**config.mk**
```make
export PLATFORM = sky130hd
export DESIGN_NAME = nn_layer_buffer
export DESIGN_NICKNAME = d
export VERILOG_FILES = /design/src/rtl/nn_layer_buffer.sv
export SDC_FILE = /design/constraint.sdc
export NUM_CORES = 1
export LEC_CHECK = 0
export CORE_ASPECT_RATIO = 0.9
export CORE_MARGIN = 1
export CORE_UTILIZATION = 30
export DETAILED_ROUTE_END_ITERATION = 12
export MAX_ROUTING_LAYER = met4
export PLACE_DENSITY = 0.49
export REMOVE_ABC_BUFFERS = 1
export SLEW_MARGIN = 20
export SYNTH_ARGS = -nofsm -noshare
export SYNTH_HDL_FRONTEND = slang
export SYNTH_SLANG_ARGS = --single-unit
```
**constraint.sdc**
```tcl
create_clock -name clk -period 7.09 [get_ports clk]
set_clock_uncertainty 0.05 [all_clocks]
set_input_delay 2.127 -clock clk [delete_from_list [all_inputs] [get_ports clk]]
set_output_delay 2.127 -clock clk [all_outputs]
set_load 0.01 [all_outputs]
```
**src/rtl/nn_layer_buffer.sv**
```systemverilog
// rtl/nn_layer_buffer.sv - activation/weight/bias buffer for an L-layer, N-neuron MLP datapath
//
// Holds ping-pong activation banks, all weights and all biases. Loaded through a
// ready/valid word stream, serves registered per-neuron read bundles to the MAC,
// collects MAC results and advances layers on its own.
//
// Ports:
//   clk, nrst                  clock (rising edge), synchronous active-low reset
//   load_start                 pulse: enter LOAD with all counters cleared
//   ld_valid/ld_ready/ld_data  load word stream (x values, then per-neuron weights+bias)
//   rd_req/rd_neuron           read request for a neuron of the current layer
//   rd_valid/rd_inputs/
//   rd_weights/rd_bias         registered read bundle, rd_valid is a 1-cycle pulse
//   wr_en/wr_data              MAC result strobe and value
//   cur_layer                  layer currently being computed (L once complete)
//   busy/done                  LOAD or RUN / network complete
//   out_vec                    final activations while done=1
module nn_layer_buffer #(
  parameter int L  = 2,
  parameter int N  = 4,
  parameter int QM = 3,
  parameter int QN = 5,
  parameter int WM = 3,
  parameter int WN = 5,
  localparam int DW  = QM + QN,
  localparam int WW  = WM + WN,
  localparam int LDW = (DW > WW) ? DW : WW,
  localparam int NB  = $clog2(N),
  localparam int LB  = $clog2(L) + 1
) (
  input  logic              clk,
  input  logic              nrst,
  input  logic              load_start,
  input  logic              ld_valid,
  output logic              ld_ready,
  input  logic [LDW-1:0]    ld_data,
  input  logic              rd_req,
  input  logic [NB-1:0]     rd_neuron,
  output logic              rd_valid,
  output logic [N*DW-1:0]   rd_inputs,
  output logic [N*WW-1:0]   rd_weights,
  output logic [DW-1:0]     rd_bias,
  input  logic              wr_en,
  input  logic [DW-1:0]     wr_data,
  output logic [LB-1:0]     cur_layer,
  output logic              busy,
  output logic              done,
  output logic [N*DW-1:0]   out_vec
);

  // Layer index width for array addressing (cur_layer itself needs room for L).
  localparam int LIB = (L > 1) ? $clog2(L) : 1;
  // Word counter inside a neuron record: 0..N-1 weights, N = bias.
  localparam int KB  = $clog2(N + 1);

  typedef enum logic [1:0] {S_IDLE, S_LOAD, S_RUN, S_DONE} state_t;

  state_t state_q, state_d;

  logic [DW-1:0] bank_q [2][N];
  logic [WW-1:0] w_q    [L][N][N];
  logic [DW-1:0] b_q    [L][N];

  logic            in_bank_q;
  logic            xphase_q;
  logic [KB-1:0]   ld_k_q;
  logic [NB-1:0]   ld_n_q;
  logic [LIB-1:0]  ld_l_q;
  logic [NB-1:0]   wcnt_q;
  logic [LB-1:0]   cur_layer_q;
  logic            rd_valid_q;
  logic [N*DW-1:0] rd_inputs_q;
  logic [N*WW-1:0] rd_weights_q;
  logic [DW-1:0]   rd_bias_q;

  // load_start overrides everything else in the same cycle.
  logic ld_fire, ld_last_word, run_ok, wr_fire, wr_layer_end, last_layer, rd_fire;

  assign ld_fire      = ld_valid && (state_q == S_LOAD) && !load_start;
  assign ld_last_word = !xphase_q && (ld_k_q == KB'(N)) && (ld_n_q == NB'(N - 1))
                        && (ld_l_q == LIB'(L - 1));
  assign run_ok       = (state_q == S_RUN) && !load_start;
  assign wr_fire      = wr_en && run_ok;
  assign wr_layer_end = wr_fire && (wcnt_q == NB'(N - 1));
  assign last_layer   = (cur_layer_q == LB'(L - 1));
  assign rd_fire      = rd_req && run_ok;

  // State register
  always_ff @(posedge clk) begin
    if (!nrst) state_q <= S_IDLE;
    else       state_q <= state_d;
  end

  // Next-state logic
  always_comb begin
    state_d = state_q;
    if (load_start) begin
      state_d = S_LOAD;
    end else begin
      case (state_q)
        S_LOAD:  if (ld_fire && ld_last_word) state_d = S_RUN;
        S_RUN:   if (wr_layer_end && last_layer) state_d = S_DONE;
        default: state_d = state_q;
      endcase
    end
  end

  // State-decoded outputs
  always_comb begin
    ld_ready = (state_q == S_LOAD);
    busy     = (state_q == S_LOAD) || (state_q == S_RUN);
    done     = (state_q == S_DONE);
  end

  // The final swap leaves the bank just written as the input bank.
  always_comb begin
    out_vec = '0;
    if (done) begin
      for (int i = 0; i < N; i++) out_vec[i*DW +: DW] = bank_q[in_bank_q][i];
    end
  end

  always_ff @(posedge clk) begin
    if (!nrst) begin
      for (int b = 0; b < 2; b++)
        for (int i = 0; i < N; i++) bank_q[b][i] <= '0;
      for (int l = 0; l < L; l++)
        for (int n = 0; n < N; n++) begin
          b_q[l][n] <= '0;
          for (int k = 0; k < N; k++) w_q[l][n][k] <= '0;
        end
      in_bank_q    <= 1'b0;
      xphase_q     <= 1'b1;
      ld_k_q       <= '0;
      ld_n_q       <= '0;
      ld_l_q       <= '0;
      wcnt_q       <= '0;
      cur_layer_q  <= '0;
      rd_valid_q   <= 1'b0;
      rd_inputs_q  <= '0;
      rd_weights_q <= '0;
      rd_bias_q    <= '0;
    end else begin
      rd_valid_q <= rd_fire;
      if (load_start) begin
        xphase_q    <= 1'b1;
        ld_k_q      <= '0;
        ld_n_q      <= '0;
        ld_l_q      <= '0;
        wcnt_q      <= '0;
        cur_layer_q <= '0;
        in_bank_q   <= 1'b0;
      end else begin
        if (ld_fire) begin
          if (xphase_q) begin
            bank_q[0][ld_k_q[NB-1:0]] <= ld_data[DW-1:0];
            if (ld_k_q == KB'(N - 1)) begin
              xphase_q <= 1'b0;
              ld_k_q   <= '0;
            end else begin
              ld_k_q <= ld_k_q + 1'b1;
            end
          end else if (ld_k_q == KB'(N)) begin
            b_q[ld_l_q][ld_n_q] <= ld_data[DW-1:0];
            ld_k_q <= '0;
            if (ld_n_q == NB'(N - 1)) begin
              ld_n_q <= '0;
              ld_l_q <= ld_l_q + 1'b1;
            end else begin
              ld_n_q <= ld_n_q + 1'b1;
            end
          end else begin
            w_q[ld_l_q][ld_n_q][ld_k_q[NB-1:0]] <= ld_data[WW-1:0];
            ld_k_q <= ld_k_q + 1'b1;
          end
        end
        if (wr_fire) begin
          bank_q[~in_bank_q][wcnt_q] <= wr_data;
          if (wr_layer_end) begin
            wcnt_q      <= '0;
            in_bank_q   <= ~in_bank_q;
            cur_layer_q <= cur_layer_q + 1'b1;
          end else begin
            wcnt_q <= wcnt_q + 1'b1;
          end
        end
      end
      // Captured from pre-update state, so a read coinciding with the last
      // write of a layer still sees the old bank and the old layer.
      if (rd_fire) begin
        for (int i = 0; i < N; i++) begin
          rd_inputs_q[i*DW +: DW]  <= bank_q[in_bank_q][i];
          rd_weights_q[i*WW +: WW] <= w_q[cur_layer_q[LIB-1:0]][rd_neuron][i];
        end
        rd_bias_q <= b_q[cur_layer_q[LIB-1:0]][rd_neuron];
      end
    end
  end

  assign rd_valid   = rd_valid_q;
  assign rd_inputs  = rd_inputs_q;
  assign rd_weights = rd_weights_q;
  assign rd_bias    = rd_bias_q;
  assign cur_layer  = cur_layer_q;

endmodule

```
; After elaboration in Yosys (flattened, before gate mapping)
; Memories as Yosys holds them, arrays and structs flattened. A register that Yosys moved wholly into a read port is not among the register bits.
; Index checks and enable logic that the tools add are counted.
[word_totals]
elab_cells = 202
in_bits = 24
mem_count = 3
ramBits = 384
ff_bits = 87
[classes]
bitwise_logic = 39
magnitude_cmp = 7
add_sub_neg = 5
mux = 95
eq_ne = 12
reduce_logical = 28
[memory_table]
columns = memory, depth, width, read_ports, rd_ports_with_merged_regs, write_ports, line
row1 = w_q, 2, 128, 1, 1, 2, 61  ; logic [WW-1:0] w_q [L][N][N];
row2 = b_q, 2, 32, 1, 1, 2, 62  ; logic [DW-1:0] b_q [L][N];
row3 = bank_q, 2, 32, 1, 1, 2, 60  ; logic [DW-1:0] bank_q [2][N];
[op_table]
columns = cell, count
row1 = $mux 128, 3
row2 = $mux 32, 11
row3 = $reduce_or 128->1, 1
row4 = $bmux 32 s2, 1
row5 = $demux 32 s2, 1
row6 = $reduce_or 32->1, 2
row7 = $mux 1, 62
row8 = $demux 8 s2, 3
row9 = $mux 8, 5
row10 = $or 1x1->1, 32
row11 = $bmux 8 s2, 1
row12 = $logic_and 1x1->1, 14
row13 = $ge 3x3->1 const B, 4
row14 = $not 2->3, 4
row15 = $lt 3x1->1 const B, 3
row16 = $mux 3, 3
row17 = $reduce_and 3->1, 3
row18 = $eq 2x2->1 const B, 4
row19 = $mux 2, 4
row20 = $add 2x1->2 const B, 3
row21 = $ne 3x2->1 const B, 2
row22 = $eq 2x1->1 const B, 2
row23 = $ne 2x1->1 const B, 2
row24 = $pmux 2 s2, 1
row25 = 12 further kinds, 15

; Longest topological paths before layout
; Gate-level depths: netlist of run 1.
[logic_depth]
ltp_word = 10
mapped_depth = 9
ltp_nobuf = 6

; Worst setup path before layout of run 1
; OpenSTA, ideal clock, no wires.
[synth_path]
path_kind = input port to flip-flop
start = input port load_start
end = memory w_q[0][64] in the netlist's numbering, enable pin
required_ps = 6656
cell_stages = 5
path_slack_ps = 3048
arrival_ps = 3608
path_buffers = 1
cell_sequence = and4bb_4 -> and3_4 -> buf_12 -> nand3_2 -> o21ai_0
[synth_rtl]
columns = item, line
row1 = from (decl), 33  ; input logic load_start,
row2 = to (decl), 61

==> key figures, run 1 <==
Logic synthesis
  – Synth area leaders: edfxtp_1 57%, mux4_2 9.0%, dfxtp_1 8.9%, nor2_1 3.2%, and3_1 1.9%
  – Mapped Area: 20100 sq um
  – Ys flop type: edfxtp_1
  – Cell variety after synth: 58
  – Synth warnings: 0
  – #FFs+latches synth: ~470
  – Asr flop ratio synth: 0
  – Dominant cell type by area after synthesis: edfxtp_1
  – Post-synth EDFFs: approximately 380
  – Synth Instances: 1372
  – Syn Area/Cell: 14.6 sq um
  – Top-area cell type share of the netlist area: 0.574
  – Most common library cells after synthesis: 384 x edfxtp_1, 173 x nor2_1, 89 x dfxtp_1
  – Count leader, synth: edfxtp_1
  – Register area share after synthesis: 0.663

Clocking
  – H-tree levels: 2
  – Hold_buf cts: 0
  – Worst-Skew Late Latency: slightly above 0.6 ns
  – Clock buffer depth: 3
  – Worst-path clk slew: 0.06 ns
  – Postcts setup bufs: 0
  – CTS Sinks: 473
  – CTS tree: yes
  – Post-cts repair resize count: 0
  – Num CTS Buffers: 53
  – CTS Root Cell: clkbuf_16

Floorplan
  – Row count: 89
  – Die X: around 270 um
  – Die Footprint: just under 70000 sq um
  – Initial core utilization: 0.305
  – Chip height: 247 um
  – Core area: 65900 sq um
  – Boundary Pins: 134

Power
  – Leakage: 8.67 nW
  – Peak supply drop: between 0.15 and 0.2 mV
  – Power Internal: 4.67 mW
  – Combinational share of power: 0.043
  – Seq pwr share: 0.516
  – Switching Power: between 1 and 1.5 mW
  – Sw Ratio: 0.223
  – PD cells: 253 nW/um^2
  – Clock power share: 0.441
  – Total chip power: 6.01 mW

Placement
  – Gp weighted congestion: around 0.80
  – HPWL Detailed: 34900 um
  – IO Port Bufs: 133

Timing
  – Crit share post-route: 0.697
  – Max-Slew Margin vs Limit: 0.267
  – Slew Limit Fails: 0
  – Final setup fails: 0
  – Actual slew at the worst max-slew pin: between 1 and 1.5 ns
  – Final hold vios: 0
  – Final min period: 4.94 ns
  – Max frequency: 202 MHz
  – Worst Hold Margin: between 0.4 and 0.5 ns
  – Setup TNS: 0 ns
  – RSZ-0062 raised after global routing: no

Finish
  – Filler cells: 6355
  – N_diodes: 0
  – Fin nets: 1515
  – Post-layout util: 0.361
  – Share of cells above drive strength 1: 0.144
  – Area Growth Syn to Fin: 18.4%
  – Reg area: 13300 sq um
  – Multi-input logic area: 6130 sq um

Setup path
  – Worst EP arrival: 2.76 ns
  – Crit end category: primary output
  – Startpoint types: flip-flop
  – Req. time, crit path: about 5 ns
  – Setup CP Type: reg2out
  – Critical path peak fanout: 32

Global routing
  – Initial antenna violation count: 1
  – GR Overflow Total: 0
  – Number of global-route vias before repair: 11995
  – Total track usage: 0.169
  – First-pass GRT wire length: 81200 um
  – Pin count of the biggest net entering global routing: 59

Hold path
  – Hold/Removal Path Class: reg2reg

Run status
  – Outcome: complete, but fails checks
  – Failing checks: DRC

Route
  – Vias/cell: 5.03
  – Drt first pass iters: 10
  – Iter 0 DRT Violations: 951
  – Routed via count: 11990
  – Total wire length: 55700 um
  – WL/cell: 23.4 um
  – Antenna Nets Post-Route: 0
  – DRC: 4

Job
  – Max cap viols: 0
## cell families (layout without fill, tap and decap cells)
kind of cell	Yosys count	count (layout)	share of synthesized area
flops	473	473	0.663
simple gates	427	427	0.112
compound gates	210	210	0.0737
buf+inv	128	274	0.0325
mux	113	113	0.106
fa+ha+maj	18	18	0.0112
xor+xnor	3	3	0.00131
## power by group through the flow
stage               logic (mW)  clock network, mW  registers, mW
global placement         0.256                  0           3.16
finish                   0.258               2.65           3.10
CTS                      0.260               2.71           3.11
floorplan                0.115                  0           3.15
global route             0.274               2.82           3.11
detailed placement       0.259                  0           3.16
## cell usage in the layout, fill, tap and decap left out, types with 16 or more instances in the layout
cell type	netlist	routed
and3_1	61	61
ha_1	18	17
clkdlybuf4s50_1	0	131
nor2b_1	32	32
o21ai_0	56	48
mux2i_1	33	33
clkbuf_1	66	18
mux4_2	80	80
nand2_1	60	60
edfxtp_1	384	384
a22o_1	32	32
inv_1	16	16
buf_4	6	26
o211a_1	32	32
o21ai_1	12	20
nor2_1	173	172
and2_1	51	51
dfxtp_1	89	87
clkbuf_16	0	53
o22ai_1	40	40
## final cells by class
| type | count | share of cell area |
|---|---|---|
| sequential | 473 | 0.560 |
| tap | 864 | 0.0454 |
| clock buffer | 72 | 0.0592 |
| timing repair buffer | 158 | 0.0645 |
| multi-input combinational | 771 | 0.258 |
| inverter | 16 | 0.00252 |
| clock inverter | 28 | 0.0109 |
## registers in the layout, indices dropped and copies added (netlist names), 2 cells and up, named ones only
signal,count
b_q,64
bank_q,64
cur_layer,2
ld_k_q,3
ld_n_q,2
rd_bias,8
rd_inputs,32
rd_weights,32
state_q,2
w_q,256
wcnt_q,2
## worst max-delay path: stages, from the launching register on
cell and delay (ns):
dfxtp_2 1.02, mux2i_1 0.55, nor2b_1 0.09, clkdlybuf4s50_1 0.49
## layer usage
metal / track usage / share of wire / up-vias
li1: - / - / 5421
met1: 0.226 / 0.45 / 6154
met2: 0.266 / 0.48 / 340
met3: 0.0267 / 0.050 / 75
met4: 0.0459 / 0.020 / 0
met5: - / 0 / -
## stage by stage
stage	instances	instance area, sq um	setup slack, ns
2_1_floorplan	1260	19500	2.54
3_3_place_gp	2281	22100	1.65
3_5_place_dp	2281	22100	1.66
4_1_cts	2381	23800	2.05
5_1_grt	2382	23800	1.95
6_report	2382	23800	2.15
## worst paths after layout
path                            cells past startpoint          start  slack (ns)            end
worst max-delay path                                3      flip-flop        2.15     out_vec[6]
worst min-delay path                                1  rd_inputs[11]        0.44  rd_inputs[11]
worst max register to register                      6      ld_k_q[0]        3.54     w_q[0][84]
worst min register to register                      1  rd_inputs[11]        0.44  rd_inputs[11]
Note: power is estimated with default switching activity, not from simulation.
==> inputs of run 2 (changes only) <==
- clock period: 7.09 -> 4.9 ns (I/O delays scaled with it)
==> run 2 against run 1 <==
  * The run still ends with DRC left
  * Largest cell class unchanged
  * Largest power group unchanged
  * Highest routed layer unchanged
  * Sequential cell count did not move
  * Wire length increased by 3.3%
  * First-iteration DRC count up 1.4%
  * Register-to-register slack worse by 1.9 ns
  * Die area did not move
  * Clock power increased by 47%
  * Core utilization is 0.40 points higher
  * Combinational power rose by 50%
  * Sequential share of layout area decreased by 0.61 points
  * Critical path depth is the same
==> key figures, run 2 (synthesis results as in run 1) <==
Global routing
  – Initial antenna violation count: 0 (was 1)
  – Total track usage: 0.174 (was 0.169)
  – Number of global-route vias before repair: 12367 (was 11995)
  – GR Overflow Total: 0 (unchanged)
  – First-pass GRT wire length: 83900 um (was 81200 um)
  – Pin count of the biggest net entering global routing: 72 (was 59)

Finish
  – Commonest non-fill, non-tap cell in the layout: edfxtp_1 (unchanged)
  – Final Non-Filler Cells: 2415 (was 2382)
  – N_diodes: 0 (unchanged)
  – Fin nets: 1550 (was 1515)
  – Post-route design area: 24100 sq um (was 23800 sq um)
  – Post-layout util: 0.365 (was 0.361)
  – Area Growth Syn to Fin: 19.8% (was 18.4%)
  – Commonest cells after routing, fill and taps aside: 384 x edfxtp_1, 173 x nor2_1, 131 x clkdlybuf4s50_1 (was 384 x edfxtp_1, 172 x nor2_1, 131 x clkdlybuf4s50_1)
  – Share of cells above drive strength 1: 0.168 (was 0.144)
  – Largest register by flop count: w_q (unchanged)
  – Max reg flops: 256 (unchanged)
  – Top Registers: w_q (256), b_q (64), bank_q (64) (unchanged)

Route
  – Routed via count: 12245 (was 11990)
  – Iter 0 DRT Violations: 964 (was 951)
  – Total wire length: 57500 um (was 55700 um)
  – Vias/cell: 5.07 (was 5.03)
  – DRC: 4 (unchanged)
  – WL/cell: 23.8 um (was 23.4 um)
  – Antenna Nets Post-Route: 0 (unchanged)
  – Drt first pass iters: 9 (was 10)

Clocking
  – Worst-path clk slew: 0.06 ns (about the same)
  – CTS Root Cell: clkbuf_16 (unchanged)
  – Worst-Skew Late Latency: 0.60 ns (was 0.61 ns)
  – Num CTS Buffers: 51 (was 53)
  – H-tree levels: 2 (unchanged)
  – Post-cts repair resize count: 0 (unchanged)
  – Clock buffer depth: 3 (unchanged)
  – Hold_buf cts: 0 (unchanged)
  – CTS Sinks: 473 (unchanged)
  – CTS tree: yes (unchanged)
  – Postcts setup bufs: 0 (unchanged)

Timing
  – Final min period: 4.18 ns
  – Actual slew at the worst max-slew pin: 1.15 ns (was 1.09 ns)
  – Worst Hold Margin: 0.443 ns (was 0.444 ns)
  – Crit share post-route: 0.854
  – Final WS setup: 0.715 ns (was 2.15 ns)
  – Slew Limit Fails: 0 (unchanged)
  – Max frequency: ~240 MHz
  – Final setup fails: 0 (unchanged)
  – Final hold vios: 0 (unchanged)
  – RSZ-0062 raised after global routing: no (unchanged)
  – Setup TNS: 0 ns (unchanged)
  – Max-Slew Margin vs Limit: 0.232 (was 0.267)

Run status
  – Outcome: complete, but fails checks (unchanged)
  – Failing checks: DRC (unchanged)

Floorplan
  – Initial core utilization: 0.305 (unchanged)
  – Row count: 89 (unchanged)
  – Die X: 275 um (unchanged)
  – Boundary Pins: 134 (unchanged)
  – Die Footprint: 68000 sq um (unchanged)
  – Core area: 65900 sq um (unchanged)
  – Chip height: 247 um (unchanged)

Setup path
  – Worst EP arrival: 2.66 ns (was 2.76 ns)
  – Req. time, crit path: 3.38 ns (was 4.91 ns)
  – CP peak stage delay: 0.82 ns (was 1.02 ns)
  – Worst-path cell chain: ha_1, nor2b_1, clkdlybuf4s50_1 (was mux2i_1, nor2b_1, clkdlybuf4s50_1)
  – Startpoint types: flip-flop (unchanged)
  – Worst r2r path cells: 7 (was 6)
  – Setup CP Type: reg2out (unchanged)
  – CP max stage cell: ha_1 (was dfxtp_2)
  – Critical path peak fanout: 33 (was 32)
  – Crit end category: primary output (unchanged)

Placement
  – Dpl ws: 0.513 ns (was 1.66 ns)
  – Gp weighted congestion: 0.804 (was 0.799)
  – IO Port Bufs: 133 (unchanged)
  – HPWL Detailed: 37700 um (was 34900 um)
  – DP Area: 22400 sq um (was 22100 sq um)
  – Placed cell count: 2319 (was 2281)

Power
  – PD cells: 365 nW/um^2 (was 253 nW/um^2)
  – Total chip power: 8.78 mW (was 6.01 mW)
  – Peak supply drop: 0.253 mV (was 0.193 mV)
  – Leakage: 8.86 nW (was 8.67 nW)

Hold path
  – Worst Hold Path Cells: 1 (unchanged)
  – Hold/Removal Path Class: reg2reg (unchanged)

Job
  – Max cap viols: 0 (unchanged)
==> run 2: cell types whose count changed in the layout (fill, tap and decap cells not counted), sizes merged <==
cell and change:
clkinvlp +3, clkbuf -9, bufinv +2, buf +37
==> run 2: final timing paths <==
path | slack, ns | start | end
hold / removal | 0.44 | rd_inputs[31] | rd_inputs[31]
hold reg to reg | 0.44 | rd_inputs[31] | rd_inputs[31]
setup / recovery | 0.72 | state_q[0] | out_vec[9]
setup reg to reg | 1.68 | ld_k_q[0] | w_q[1][110]
==> run 2: cell type report <==
| type | count | area (sq um) |
|---|---|---|
| Sequential cell | 473 | 13300 |
| Timing Repair Buffer | 195 | 1790 |
| Clock inverter | 33 | 313 |
| Tap cell | 864 | 1080 |
| Fill cell | 6265 | 41900 |
| Inverter | 16 | 60.1 |
| Multi-Input combinational cell | 771 | 6120 |
| Clock buffer | 63 | 1360 |
==> run 2: report_power, final <==
| group | switching (mW) | internal, mW | leakage (nW) |
|---|---|---|---|
| clock | 1.64 | 2.25 | 0.818 |
| sequential | 0.0502 | 4.45 | 4.68 |
| combinational | 0.250 | 0.138 | 3.36 |
| total | 1.94 | 6.84 | 8.86 |
==> run 2: routing by layer <==
layer / vias to the layer above / wire length, um / track usage
met5: - / 0 / -
met4: 0 / 1030 / 0.0391
met3: 67 / 2850 / 0.0261
met2: 317 / 28100 / 0.281
met1: 6382 / 25500 / 0.231
li1: 5479 / - / -
==> run 2: critical path: cells and delay by family, from the launching register on <==
kind | cells | cell delay, ns
flip-flops | 1 | 0.42
AND/OR/NAND/NOR | 1 | 0.26
buffers and inverters | 1 | 0.56
adder cells (fa/ha/maj) | 1 | 0.82
==> inputs of run 3 (changes only) <==
- CTS_BUF_LIST: unset -> sky130_fd_sc_hd__clkbuf_2
==> run 3 against run 2 <==
  * The run still ends with DRC left
  * Clock power shrank 22%
  * Hold slack improved by 0.0030 ns
  * Sequential cell count unchanged
  * Via count is 3.6% higher
  * Sequential share of layout area up 0.92 points
  * Power is 9.8% lower
  * Worst setup slack got worse by 0.36 ns
  * Core utilization fell by 0.59 points
  * Die area unchanged
  * Cell count up 5.8%
  * Sequential power about the same
==> key figures, run 3 (synthesis results as in run 1) <==
Power
  – Leakage: 9.00 nW (was 8.86 nW)
  – Peak supply drop: 0.182 mV (was 0.253 mV)
  – Total chip power: 7.92 mW (was 8.78 mW)
  – PD cells: 335 nW/um^2 (was 365 nW/um^2)

Placement
  – IO Port Bufs: 133 (unchanged)
  – HPWL Detailed: 37700 um (unchanged)
  – Dpl ws: 0.513 ns (unchanged)
  – Gp weighted congestion: 0.804 (unchanged)
  – Placed cell count: 2319 (unchanged)

Route
  – Routed via count: 12683 (was 12245)
  – Vias/cell: 4.96 (was 5.07)
  – Total wire length: 58200 um (was 57500 um)
  – Iter 0 DRT Violations: 952 (was 964)
  – DRC: 4 (unchanged)
  – Drt first pass iters: 9 (unchanged)
  – WL/cell: 22.8 um (was 23.8 um)
  – Antenna Nets Post-Route: 0 (unchanged)

Floorplan
  – Die X: 275 um (unchanged)
  – Chip height: 247 um (unchanged)
  – Boundary Pins: 134 (unchanged)
  – Initial core utilization: 0.305 (unchanged)
  – Core area: 65900 sq um (unchanged)
  – Row count: 89 (unchanged)
  – Die Footprint: 68000 sq um (unchanged)

Global routing
  – M1 GR Usage: 0.226 (was 0.231)
  – Pin count of the biggest net entering global routing: 72 (unchanged)
  – Routing usage on met3: 0.0431 (was 0.0261)
  – Total track usage: 0.178 (was 0.174)
  – First-pass GRT wire length: 84800 um (was 83900 um)
  – GR peak layer: met2 (unchanged)
  – Number of global-route vias before repair: 12983 (was 12367)
  – GR Overflow Total: 0 (unchanged)
  – Initial antenna violation count: 3 (was 0)
  – Met2 usage: 0.283 (was 0.281)

Run status
  – Outcome: complete, but fails checks (unchanged)
  – Failing checks: DRC (unchanged)

Finish
  – Reg area: 13300 sq um (about the same)
  – Multi-input logic area: 6130 sq um (was 6120 sq um)
  – Commonest non-fill, non-tap cell in the layout: edfxtp_1 (unchanged)
  – Fin nets: 1630 (was 1550)
  – Top Registers: w_q (256), b_q (64), bank_q (64) (unchanged)
  – Max reg flops: 256 (unchanged)
  – Area Growth Syn to Fin: 17.8% (was 19.8%)
  – Filler cells: 6436 (was 6265)
  – Largest register by flop count: w_q (unchanged)
  – Final Non-Filler Cells: 2556 (was 2415)
  – Commonest cells after routing, fill and taps aside: 384 x edfxtp_1, 192 x clkbuf_2, 173 x nor2_1 (was 384 x edfxtp_1, 173 x nor2_1, 131 x clkdlybuf4s50_1)
  – Share of cells above drive strength 1: 0.233 (was 0.168)

Clocking
  – Num CTS Buffers: 131 (was 51)
  – Worst-Skew Late Latency: 1.26 ns (was 0.60 ns)
  – Clock buffer depth: 3 (unchanged)
  – CTS Sinks: 473 (unchanged)
  – H-tree levels: 4 (was 2)
  – CTS tree: yes (unchanged)
  – CTS Root Cell: clkbuf_2 (was clkbuf_16)
  – Worst-path clk slew: 0.09 ns (was 0.06 ns)

Setup path
  – Critical path's top delay family: buffers and inverters (was adder cells)
  – Flop2flop setup slack: 1.72 ns (was 1.68 ns)
  – Startpoint types: flip-flop (unchanged)
  – Reg-to-reg startpoint: ld_k_q[0] (unchanged)
  – Crit end category: primary output (unchanged)
  – Req. time, crit path: 3.38 ns (about the same)
  – Worst setup path endpoint: out_vec[6] (was out_vec[9])
  – Setup CP Type: reg2out (unchanged)
  – Worst r2r path cells: 7 (unchanged)
  – RR Endpoint: w_q[1][105] (was w_q[1][110])
  – WP depth: 4 (was 3)
  – CP max stage cell: dfxtp_4 (was ha_1)
  – CP peak stage delay: 0.56 ns (was 0.82 ns)
  – Critical path peak fanout: 16 (was 33)
  – Worst-path cell chain: buf_4, mux2i_1, nor2b_1, clkdlybuf4s50_1 (was ha_1, nor2b_1, clkdlybuf4s50_1)
  – Buf+Inv Stages, Crit Path: 2 (was 1)
  – Worst EP arrival: 3.03 ns (was 2.66 ns)

Timing
  – Setup TNS: 0 ns (unchanged)
  – Slew Limit Fails: 0 (unchanged)
  – Actual slew at the worst max-slew pin: 1.17 ns (was 1.15 ns)
  – Final setup fails: 0 (unchanged)
  – Max frequency: 220 MHz (was 239 MHz)
  – Final min period: 4.55 ns (was 4.18 ns)
  – Final hold vios: 0 (unchanged)
  – RSZ-0062 raised after global routing: no (unchanged)
  – Crit share post-route: 0.928 (was 0.854)
  – Worst Hold Margin: 0.446 ns (was 0.443 ns)
  – Max-Slew Margin vs Limit: 0.220 (was 0.232)
  – Final WS setup: 0.355 ns (was 0.715 ns)

Hold path
  – Hold/Removal Path Class: reg2reg (unchanged)

Job
  – Max cap viols: 0 (unchanged)
[run 3: changes by cell type in the layout (fill, tap and decap cells not counted), moves of 3 or more]
cell        change
clkbuf_2      +192
clkbuf_16      -53
clkinv_1       +15
clkbuf_1       -10
clkinv_2        -9
inv_2           +6
clkinvlp_4      -3
diode_2         +3
[run 3: final cells by class]
type	instances	share of cell area
diodes	3	0.000317
inverters	16	0.00254
flip-flops and latches	473	0.563
clock inverters	42	0.0132
multi-input cells	771	0.259
well taps	864	0.0457
clock buffers	192	0.0406
repair buffers	195	0.0757
[run 3: repair_timing]
| item | in CTS | in global routing |
|---|---|---|
| buffers inserted | 0 | 0 |
| hold buffers | 0 | 0 |
| endpoints found under the setup margin | 33 | 0 |
| hold endpoints to repair | 0 | 0 |
| gates resized for setup | 2 | 0 |
[run 3: metal layers]
metal | share of wire | wire length, um
met5 | 0 | 0
met4 | 0.015 | 873
met3 | 0.052 | 3030
met2 | 0.49 | 28500
met1 | 0.44 | 25800
[run 3: power by group]
part / switching (mW) / leakage [nW] / total (mW) / internal, mW
Combinational: 0.252 / 3.36 / 0.390 / 0.138
Sequential: 0.0502 / 4.68 / 4.49 / 4.44
Clock: 1.72 / 0.958 / 3.04 / 1.32
[run 3: worst min path at each step]
stage / startpoint / end / slack (ns) / cells past startpoint
3_3_place_gp: wcnt_q[1] / wcnt_q[1] / 0.43 / 2
5_1_grt: ld_k_q[0] / ld_k_q[0] / 0.48 / 2
6_report: rd_inputs[31] / rd_inputs[31] / 0.45 / 1
3_5_place_dp: rd_inputs[28] / rd_inputs[28] / 0.43 / 1
2_1_floorplan: ld_k_q[1] / ld_k_q[1] / 0.42 / 2
4_1_cts: rd_inputs[31] / rd_inputs[31] / 0.45 / 1
[run 3: per-stage QoR]
stage          instance area [sq um]   util
2_1_floorplan                  19500      -
3_3_place_gp                   22400  0.339
3_5_place_dp                   22400  0.339
4_1_cts                        23700  0.359
5_1_grt                        23700  0.359
6_report                       23700  0.359
